File: config.mk
export PLATFORM = sky130hd
export DESIGN_NAME = sdram_init_param
export DESIGN_NICKNAME = d
export VERILOG_FILES = /design/src/rtl/sdram_init_param.sv
export SDC_FILE = /design/constraint.sdc
export NUM_CORES = 1
export LEC_CHECK = 0
export ABC_CLOCK_PERIOD_IN_PS = 2790
export CORE_MARGIN = 8
export CORE_UTILIZATION = 57
export DETAILED_ROUTE_END_ITERATION = 8
export PLACE_DENSITY = 0.89
export SLEW_MARGIN = 0
export SYNTH_ARGS = -nofsm -noshare
export SYNTH_HDL_FRONTEND = slang
export SYNTH_SLANG_ARGS = --single-unit
File: constraint.sdc
create_clock -name sclk -period 2.79 [get_ports sclk]
set_input_delay 0.6975 -clock sclk [delete_from_list [all_inputs] [get_ports sclk]]
set_output_delay 0.6975 -clock sclk [all_outputs]
set_load 0.01 [all_outputs]
File: src/rtl/sdram_init_param.sv
// SDRAM power-up initialisation sequencer: power-up wait, PRECHARGE-all,
//   REF_CNT x AUTO_REFRESH, MODE_SET, optional extended MODE_SET, then DONE.
// All outputs are registered; re-initialisation restarts at PRECHARGE.
//
// Ports:
//   sclk          single clock, rising edge
//   reset         synchronous active-high reset
//   init_req      re-initialisation request, honoured only once init is done
//   cmd_reg       {CS_n,RAS_n,CAS_n,WE_n}
//   sdram_addr    address bus (A10 high on every non-MODE_SET cycle)
//   sdram_bank    bank address
//   flag_init_end high while initialisation is complete
//
// Build option: define SDRAM_INIT_EMRS_EN to add the extended mode register
// step (MODE_SET with EMODE_VAL on the top bank bit) after the MODE_SET.
module sdram_init_param #(
  parameter int          ADDR_W    = 12,
  parameter int          BA_W      = 2,
  parameter int          T_PWR     = 10000,
  parameter int          T_RP      = 2,
  parameter int          T_RFC     = 7,
  parameter int          T_MRD     = 2,
  parameter int          REF_CNT   = 2,
  parameter logic [11:0] MODE_VAL  = 12'h032,
  parameter logic [11:0] EMODE_VAL = 12'h000
) (
  input  logic              sclk,
  input  logic              reset,
  input  logic              init_req,
  output logic [3:0]        cmd_reg,
  output logic [ADDR_W-1:0] sdram_addr,
  output logic [BA_W-1:0]   sdram_bank,
  output logic              flag_init_end
);

  localparam logic [3:0] CMD_NOP  = 4'b0111;
  localparam logic [3:0] CMD_PRE  = 4'b0010;
  localparam logic [3:0] CMD_AREF = 4'b0001;
  localparam logic [3:0] CMD_MRS  = 4'b0000;

  localparam int T_MAX0 = (T_PWR > T_RP) ? T_PWR : T_RP;
  localparam int T_MAX1 = (T_RFC > T_MRD) ? T_RFC : T_MRD;
  localparam int T_MAX  = (T_MAX0 > T_MAX1) ? T_MAX0 : T_MAX1;
  localparam int CNT_W  = $clog2(T_MAX + 1);
  localparam int RC_W   = $clog2(REF_CNT + 1);

  localparam logic [ADDR_W-1:0] ADDR_A10  = ADDR_W'(1) << 10;
  localparam logic [ADDR_W-1:0] MODE_EXT  = ADDR_W'(MODE_VAL);

  // Reject parameter sets the sequencer cannot honour, including mode
  // values that would not survive zero-extension into the address bus.
  if (ADDR_W < 11 || BA_W < 1 || T_PWR < 1 || T_RP < 1 || T_RFC < 1 ||
      T_MRD < 1 || REF_CNT < 1 ||
      (32'(MODE_VAL) >> ADDR_W) != 0 || (32'(EMODE_VAL) >> ADDR_W) != 0) begin : g_bad_param
    $error("sdram_init_param: illegal parameter set");
  end

`ifdef SDRAM_INIT_EMRS_EN
  localparam logic [ADDR_W-1:0] EMODE_EXT = ADDR_W'(EMODE_VAL);
  localparam logic [BA_W-1:0]   BANK_MSB  = BA_W'(1) << (BA_W - 1);
`endif

  typedef enum logic [2:0] {
    ST_PWR,
    ST_PRE,
    ST_REF,
    ST_MRS,
`ifdef SDRAM_INIT_EMRS_EN
    ST_EMRS,
`endif
    ST_DONE
  } state_t;

  state_t            state, state_nxt;
  // cnt = cycles elapsed since the last command (or since reset release in PWR)
  logic [CNT_W-1:0]  cnt, cnt_nxt;
  logic [RC_W-1:0]   rcnt, rcnt_nxt;
  logic [3:0]        cmd_nxt;
  logic [ADDR_W-1:0] addr_nxt;
  logic [BA_W-1:0]   bank_nxt;

  always_ff @(posedge sclk) begin
    if (reset) begin
      state         <= ST_PWR;
      cnt           <= '0;
      rcnt          <= '0;
      cmd_reg       <= CMD_NOP;
      sdram_addr    <= '0;
      sdram_bank    <= '0;
      flag_init_end <= 1'b0;
    end else begin
      state         <= state_nxt;
      cnt           <= cnt_nxt;
      rcnt          <= rcnt_nxt;
      cmd_reg       <= cmd_nxt;
      sdram_addr    <= addr_nxt;
      sdram_bank    <= bank_nxt;
      flag_init_end <= (state_nxt == ST_DONE);
    end
  end

  // Each wait compares against its limit before incrementing, so cnt never
  // exceeds T_MAX and cannot wrap.
  always_comb begin
    state_nxt = state;
    cnt_nxt   = cnt + 1'b1;
    rcnt_nxt  = rcnt;
    cmd_nxt   = CMD_NOP;
    addr_nxt  = ADDR_A10;
    bank_nxt  = '0;
    case (state)
      ST_PWR: begin
        if (cnt == CNT_W'(T_PWR)) begin
          cmd_nxt   = CMD_PRE;
          state_nxt = ST_PRE;
          cnt_nxt   = CNT_W'(1);
        end
      end
      ST_PRE: begin
        if (cnt == CNT_W'(T_RP)) begin
          cmd_nxt   = CMD_AREF;
          state_nxt = ST_REF;
          cnt_nxt   = CNT_W'(1);
          rcnt_nxt  = RC_W'(1);
        end
      end
      ST_REF: begin
        if (cnt == CNT_W'(T_RFC)) begin
          cnt_nxt = CNT_W'(1);
          if (rcnt == RC_W'(REF_CNT)) begin
            cmd_nxt   = CMD_MRS;
            addr_nxt  = MODE_EXT;
            state_nxt = ST_MRS;
          end else begin
            cmd_nxt  = CMD_AREF;
            rcnt_nxt = rcnt + 1'b1;
          end
        end
      end
      ST_MRS: begin
        if (cnt == CNT_W'(T_MRD)) begin
`ifdef SDRAM_INIT_EMRS_EN
          cmd_nxt   = CMD_MRS;
          addr_nxt  = EMODE_EXT;
          bank_nxt  = BANK_MSB;
          state_nxt = ST_EMRS;
          cnt_nxt   = CNT_W'(1);
`else
          state_nxt = ST_DONE;
          cnt_nxt   = '0;
          rcnt_nxt  = '0;
`endif
        end
      end
`ifdef SDRAM_INIT_EMRS_EN
      ST_EMRS: begin
        if (cnt == CNT_W'(T_MRD)) begin
          state_nxt = ST_DONE;
          cnt_nxt   = '0;
          rcnt_nxt  = '0;
        end
      end
`endif
      ST_DONE: begin
        cnt_nxt = '0;
        // Re-init skips the power-up wait and issues PRECHARGE immediately.
        if (init_req) begin
          cmd_nxt   = CMD_PRE;
          state_nxt = ST_PRE;
          cnt_nxt   = CNT_W'(1);
        end
      end
      default: begin
        state_nxt = ST_PWR;
        cnt_nxt   = '0;
        rcnt_nxt  = '0;
      end
    endcase
  end

endmodule
After elaboration in Yosys (flattened, before gate mapping)
Index checks and enable logic that the tools add are counted.
{ "op_classes": {"addsub": 2, "n_eq_ne": 13, "mux": 27, "n_bitwise": 3, "n_reduce_logical": 4} }
{ "ops": {"columns": ["operator", "count"], "rows": [
  ["14-bit case mux with 5 select lines", 1],
  ["14-bit 2-to-1 mux", 4],
  ["11-bit 2-to-1 mux", 3],
  ["3-bit 2-to-1 mux", 10],
  ["3-bit case mux with 5 select lines", 1],
  ["14-bit by 1-bit adder with 14-bit output (second input constant)", 1],
  ["14-bit equality test (second input constant)", 1],
  ["14-bit by 2-bit equality test with 1-bit output (second input constant)", 1],
  ["14-bit by 3-bit equality test with 1-bit output (second input constant)", 1],
  ["3-bit case mux with 4 select lines", 1],
  ["2-bit 2-to-1 mux", 4],
  ["2-bit inequality test (second input constant)", 4],
  ["2-bit case mux with 4 select lines", 1],
  ["3-bit by 2-bit equality test with 1-bit output (second input constant)", 2],
  ["3-bit equality test (second input constant)", 2],
  ["5-bit AND reduction", 1],
  ["3-bit by 1-bit equality test with 1-bit output (second input constant)", 1],
  ["3-bit logical NOT", 1],
  ["1-bit NOT", 3],
  ["3-bit OR reduction", 1],
  ["2-bit by 1-bit adder with 2-bit output (second input constant)", 1],
  ["2-bit equality test (second input constant)", 1],
  ["1-bit 2-to-1 mux", 2],
  ["2-bit OR reduction", 1]
]} }
{ "totals": {"reg_bits": 36, "elab_cells": 56} }

Logic depth before layout (Yosys ltp)
Gate-level depths: netlist of run 1.
{ "depth": {"depth_word": 5, "depth_mapped": 8, "depth_no_buf": 7} }

Worst setup path before layout of run 1
No wires, ideal clock.
{ "synth_path": {"path_kind": "flip-flop to flip-flop", "startpoint": "reg cnt[9]", "endpoint": "reg flag_init_end", "setup_ns": 0.071, "t_arrival_ns": 1.842, "required_time_ns": 2.719, "slack_ns": 0.877, "path_stages_with_launch": 6, "n_path_buf": 1, "period_less_slack_ns": 1.913, "path_cell_list": "dfxtp_1 or4_1 or3_1 buf_6 or4_4 a21oi_1"} }
{ "synth_between": {"elab_chain_len": 4, "elab_cells_between_ends": 9, "cone_classes": "eq/ne: 4; mux: 5"} }
{ "synth_lines": {"columns": ["element", "line", "text"], "rows": [
  ["start: declaration", "76", "logic [CNT_W-1:0] cnt, cnt_nxt;"],
  ["start signal: assignment", "93", "cnt <= cnt_nxt;"],
  ["14-bit by 2-bit equality test with 1-bit output, or another cell as far along", "120, 141", null],
  ["3-bit 2-to-1 mux (on tied branches)", null, null],
  ["3-bit case mux with 5 select lines *", "111", "case (state)"],
  ["3-bit equality test *", "98", "flag_init_end <= (state_nxt == ST_DONE);"],
  ["end signal: assignment", "98", null],
  ["end: declaration", "33", "output logic flag_init_end"]
]} }
Every way passes the cells marked *; elsewhere a longest branch is shown, timed or not.
A chain may end at the register's enable or synchronous reset.

Worst setup path after layout of run 1
Ends and elaborated chain as after synthesis.

==> impl_metrics.toml, run 1 <==
[final_layout]
layout_common_cells = "dfxtp_1 (25), nor2_1 (24), a21oi_1 (11), conb_1 (11), clkdlybuf4s50_1 (10)"
drive_gt1_frac = 0.06286
largest_register_ffs = 14
utilization = 0.6153
stdcell_count = 205
antenna_cells = 0
area_delta_synth_final_pct = 5.240
nets = 183
layout_commonest_cell = "dfxtp_1"

[global_route]
antenna_found_initial = 0
grt_pass1_wl_mm = 5.106
grt_max_degree = 19
overflow = 0
grt_pass1_vias = 1129
grt_usage = 0.1466

[sta]
final-setup-viol-count = 0
period_needed_ns = 2.122
rsz0062_at_grt = "false"
setup_ws_ns = 0.6682
post-route-period-util = 0.7605
setup_tns_ns = 0
finClkSkew_ns = 0.005280
slew_headroom = 0.5892
max_freq_mhz = 471.3
finalHoldViolations = 0
worst_pin_slew_ns = 0.6139
slew_viol_final = 0

[die]
ioPinCount = 22
start_util = 0.5846
fp.dieH_um = 65.72
die_w_um = 65.72
dieArea_mm2 = 0.004318
num_rows = 18
coreArea_mm2 = 0.002410

[power]
p_per_area_mw_per_mm2 = 389.5
total_power_mw = 0.5775
ir_worst_vdd_v = 0.0003044
p_leak_nw = 0.5661

[clocking]
root_buffer = "clkbuf_4"
clock-sinks = 25
clk_path_buf_depth = 2
cts-resized-gates = 0
htree_levels = 1
cts_buffers = 3
cts_hold_buf = 0
cts_tree = "done"
post-cts-setup-buffers = 0
worstSkewPairLatency_ns = 0.33
cts.clk_slew.worst_paths_ns = 0.14

[setup_path]
critical_path_class = "reg2reg"
crit_fanout = 10
crit_required_ns = 3.05
cp_data_arrival_time_ns = 2.39
cp-start-kind = "register"
end_kind = "register"

[placed_design]
placed_cells = 201
dp.final_hpwl_mm = 2.090
io_buffers = 10
pre_cts_slack_ns = 0.6139
gp_congestion = 0.9818

[outcome]
status = "complete, no violations"

[yosys]
ys_seq_elements = 25
ys_types = 42
postSynthAreaPerCell_um2 = 8.239
yosys.area.top_type = "dfxtp_1"
synth_edf_count = 0
synth_area_leaders = "dfxtp_1 (36%), buf_4 (6.9%), nor2_1 (6.4%), xor2_1 (5.0%), a21oi_1 (3.9%)"
yosysTopAreaCellShare = 0.3552
synth_cells = 171
netlist_area_mm2 = 0.001409
synthArstFlopShare = 0
synth_ff_type = "dfxtp_1"
yosysSeqAreaShare = 0.3552
ys_warn_count = 0

[detailed_routing]
wire_per_inst_um = 14.21
first_pass_iters = 5
postRouteAntennaNets = 0
drt_iter0_markers = 85
routed_wl_mm = 2.913
route.detailed.drc = 0
vias_per_cell = 5.737
num_vias = 1176

[hold_path]
hold_path_class = "reg2reg"

[job]
cap_violations = 0
where the power goes:
| group | switching, mW | leakage, nW | internal [mW] |
|---|---|---|---|
| sequential | 0.00722 | 0.202 | 0.362 |
| combinational | 0.0268 | 0.346 | 0.0143 |
| clock | 0.113 | 0.0177 | 0.0539 |
cells in the mapped netlist, types with 2 or more instances:
| cell type | number |
|---|---|
| and4_1 | 3 |
| buf_4 | 13 |
| nand2_1 | 9 |
| nor4_1 | 2 |
| clkbuf_1 | 6 |
| nand2b_1 | 3 |
| nor4_2 | 2 |
| o21ai_0 | 3 |
| xor2_1 | 8 |
| inv_1 | 6 |
| nand3_1 | 9 |
| ha_1 | 4 |
| xnor2_1 | 5 |
| and3_1 | 3 |
| a211oi_1 | 2 |
| nor2_1 | 24 |
| dfxtp_1 | 25 |
| nand4_1 | 2 |
| nor3_1 | 5 |
| or3_1 | 2 |
| a21oi_1 | 11 |
| nor2b_1 | 4 |
metrics by stage:
step	hold slack [ns]	cell area, um^2
after global placement	0.5063	1455
after floorplan	0.4848	1446
after CTS	0.5669	1483
final	0.5696	1483
after global routing	0.5843	1483
after detailed placement	0.5416	1455
final cells by class:
class                      instances  area, um^2
fill                             212       927.1
multi-input combinational        129       787.0
inverter                           6       22.52
tap                               30       37.54
timing repair buffer              11       107.6
clock inverter                     1       5.005
clock buffer                       3       22.52
sequential                        25       500.5
metal layers:
metal / up-vias / wire (um) / GRT usage
met5: - / 0 / 0
met4: 0 / 51 / 0.1008
met3: 5 / 197 / 0.03061
met2: 48 / 1517 / 0.2460
met1: 545 / 1147 / 0.1617
li1: 578 / - / -
logic make-up after synthesis:
kind of cell | after synthesis | share of synthesized area
simple gates | 73 | 0.2797
fa+ha+maj | 4 | 0.03553
buf+inv | 27 | 0.1128
xor+xnor | 13 | 0.08082
compound gates | 28 | 0.1332
flops | 25 | 0.3552
other cells | 1 | 0.002662
critical path: stages (launching register included):
cell and delay (ns):
dfxtp_1 0.38, or4_1 0.55, or3_1 0.50, or4_4 0.47, a21oi_1 0.16
path summary, 6_finish.rpt:
kind,from,endpoint,slack [ns],cells past startpoint
max,cnt[9]$_SDFF_PP0_,flag_init_end$_SDFF_PP0_,0.67,4
min,cnt[12]$_SDFF_PP0_,cnt[12]$_SDFF_PP0_,0.57,2
max reg2reg,cnt[9]$_SDFF_PP0_,flag_init_end$_SDFF_PP0_,0.67,4
min reg2reg,cnt[12]$_SDFF_PP0_,cnt[12]$_SDFF_PP0_,0.57,2
Note: power is estimated with default switching activity, not from simulation.
==> run 2: changes to the inputs <==
ABC_CLOCK_PERIOD_IN_PS = 1750   (was 2790)
CORE_UTILIZATION = 47   (was 57)
PLACE_DENSITY = 0.79   (was 0.89)
clock period = 1.75 ns   (was 2.79 ns; I/O delays follow)
==> run 2 against run 1 <==
Net effect:
- the run now ends with negative setup slack left
- first-iteration DRC count shrank 1.2%
- sequential cell count is the same
- via count grew 8.6%
==> impl_metrics.toml, run 2 (synthesized netlist as in run 1, its figures left out) <==
[outcome]
status = "complete, but fails checks"
failed_checks = "negative setup slack"

[final_layout]
largest_register_ffs = 14
design_area_mm2 = 0.001802
layout_common_cells = "buf_4 (25), nor2_1 (22), dfxtp_1 (18)"
antenna_cells = 0
fill_cells = 266
drive_gt1_frac = 0.2985
layout_commonest_cell = "buf_4"
nets = 209
area_delta_synth_final_pct = 27.89

[sta]
setup_ws_ns = -0.1811
holdWs_ns = 0.4768
post-route-period-util = 1.103
max_freq_mhz = 517.9
rsz0062_at_grt = "true"
slew_viol_final = 0
setup_tns_ns = -1.151
finalHoldViolations = 0
period_needed_ns = 1.931
finClkSkew_ns = 0.002122
final-setup-viol-count = 10

[detailed_routing]
first_pass_iters = 4
postRouteAntennaNets = 0
routed_wl_mm = 3.403
vias_per_cell = 5.457
wire_per_inst_um = 14.54
num_vias = 1277
route.detailed.drc = 0
drt_iter0_markers = 84

[clocking]
worstSkewPairLatency_ns = 0.32
htree_levels = 1
cts_buffers = 3
clock-sinks = 25
clk_path_buf_depth = 2
root_buffer = "clkbuf_4"
cts.clk_slew.worst_paths_ns = 0.13
cts_tree = "done"

[global_route]
use_met3 = 0.03814
grt_busiest_layer = "met2"
met1_usage = 0.1406
grt_max_degree = 18
overflow = 0
antenna_found_initial = 0
grt_pass1_wl_mm = 5.382
grt_pass1_vias = 1220
grt_usage = 0.1307
grtUsageMet2 = 0.2369

[placed_design]
gp_congestion = 0.8707
dp.final_hpwl_mm = 2.440
io_buffers = 10
pre_cts_slack_ns = -0.2395
placed_cell_area_mm2 = 0.001643

[job]
cap_violations = 0

[die]
die_w_um = 70.75
start_util = 0.4771
coreArea_mm2 = 0.002953
num_rows = 20
fp.dieH_um = 70.75
ioPinCount = 22
dieArea_mm2 = 0.005006

[setup_path]
cp-start-kind = "register"
crit_fanout = 8
critical_path_class = "reg2reg"
crit_required_ns = 1.97
cp_data_arrival_time_ns = 2.15
end_kind = "register"

[power]
p_leak_nw = 0.7145
ir_worst_vdd_v = 0.0004292
p_per_area_mw_per_mm2 = 520.8

[hold_path]
hold_path_class = "reg2reg"
==> run 2: changes by cell type in the layout (fill, tap and decap cells not counted), sizes merged <==
cell	before	now
buf	1	27
==> run 2: path summary, 6_finish.rpt <==
check                                       start  slack (ns)                   to  cells after the start
worst min register to register  cnt[0]$_SDFF_PP0_        0.48    cnt[0]$_SDFF_PP0_                      1
worst max register to register  cnt[8]$_SDFF_PP0_       -0.18  state[0]$_SDFF_PP0_                      5
worst min-delay path            cnt[0]$_SDFF_PP0_        0.48    cnt[0]$_SDFF_PP0_                      1
worst max-delay path            cnt[8]$_SDFF_PP0_       -0.18  state[0]$_SDFF_PP0_                      5
==> run 2: per-layer routing <==
metal  up-vias  wire (um)
met5         -          0
met4         0         48
met3         6        176
met2        28       1798
met1       609       1381
li1        634          -
==> run 2: worst max-delay path: stages (launching register included) <==
cell	delay (ns)
dfxtp_2	0.34
or4_4	0.53
or3_4	0.42
o21a_1	0.20
a2111oi_2	0.25
nor4_2	0.09
==> run 2: power by group <==
| group | total, mW | internal (mW) | switching (mW) |
|---|---|---|---|
| logic | 0.0911 | 0.0404 | 0.0507 |
| clock network | 0.260 | 0.0859 | 0.174 |
| registers | 0.587 | 0.576 | 0.0103 |
| total | 0.938 | 0.703 | 0.235 |
==> run 2: through the flow <==
step                  util  power [mW]  instances
floorplan                -      0.6625        181
global placement    0.5564      0.6750        227
detailed placement  0.5564      0.6771        227
CTS                 0.5784      0.9434        231
global route        0.6102      0.9892        234
finish              0.6102      0.9383        234
==> run 2: area by class of cell <==
class	count	area (um^2)	share of cell area
Clock inverter	1	5.005	0.002778
Tap cell	33	41.29	0.02292
Multi-Input combinational cell	129	883.3	0.4903
Inverter	6	22.52	0.01250
Timing Repair Buffer	37	310.3	0.1722
Clock buffer	3	22.52	0.01250
Sequential cell	25	516.7	0.2868
==> run 2: what timing repair did <==
| action | in CTS | in global routing |
|---|---|---|
| resized for setup | 8 | 24 |
| pin swaps | 4 | 10 |
| hold buffers | 0 | 0 |
| endpoints found under the setup margin | 12 | 25 |
| hold endpoints to repair | 0 | 0 |
| buffers inserted | 0 | 3 |
| cloned | 0 | 1 |
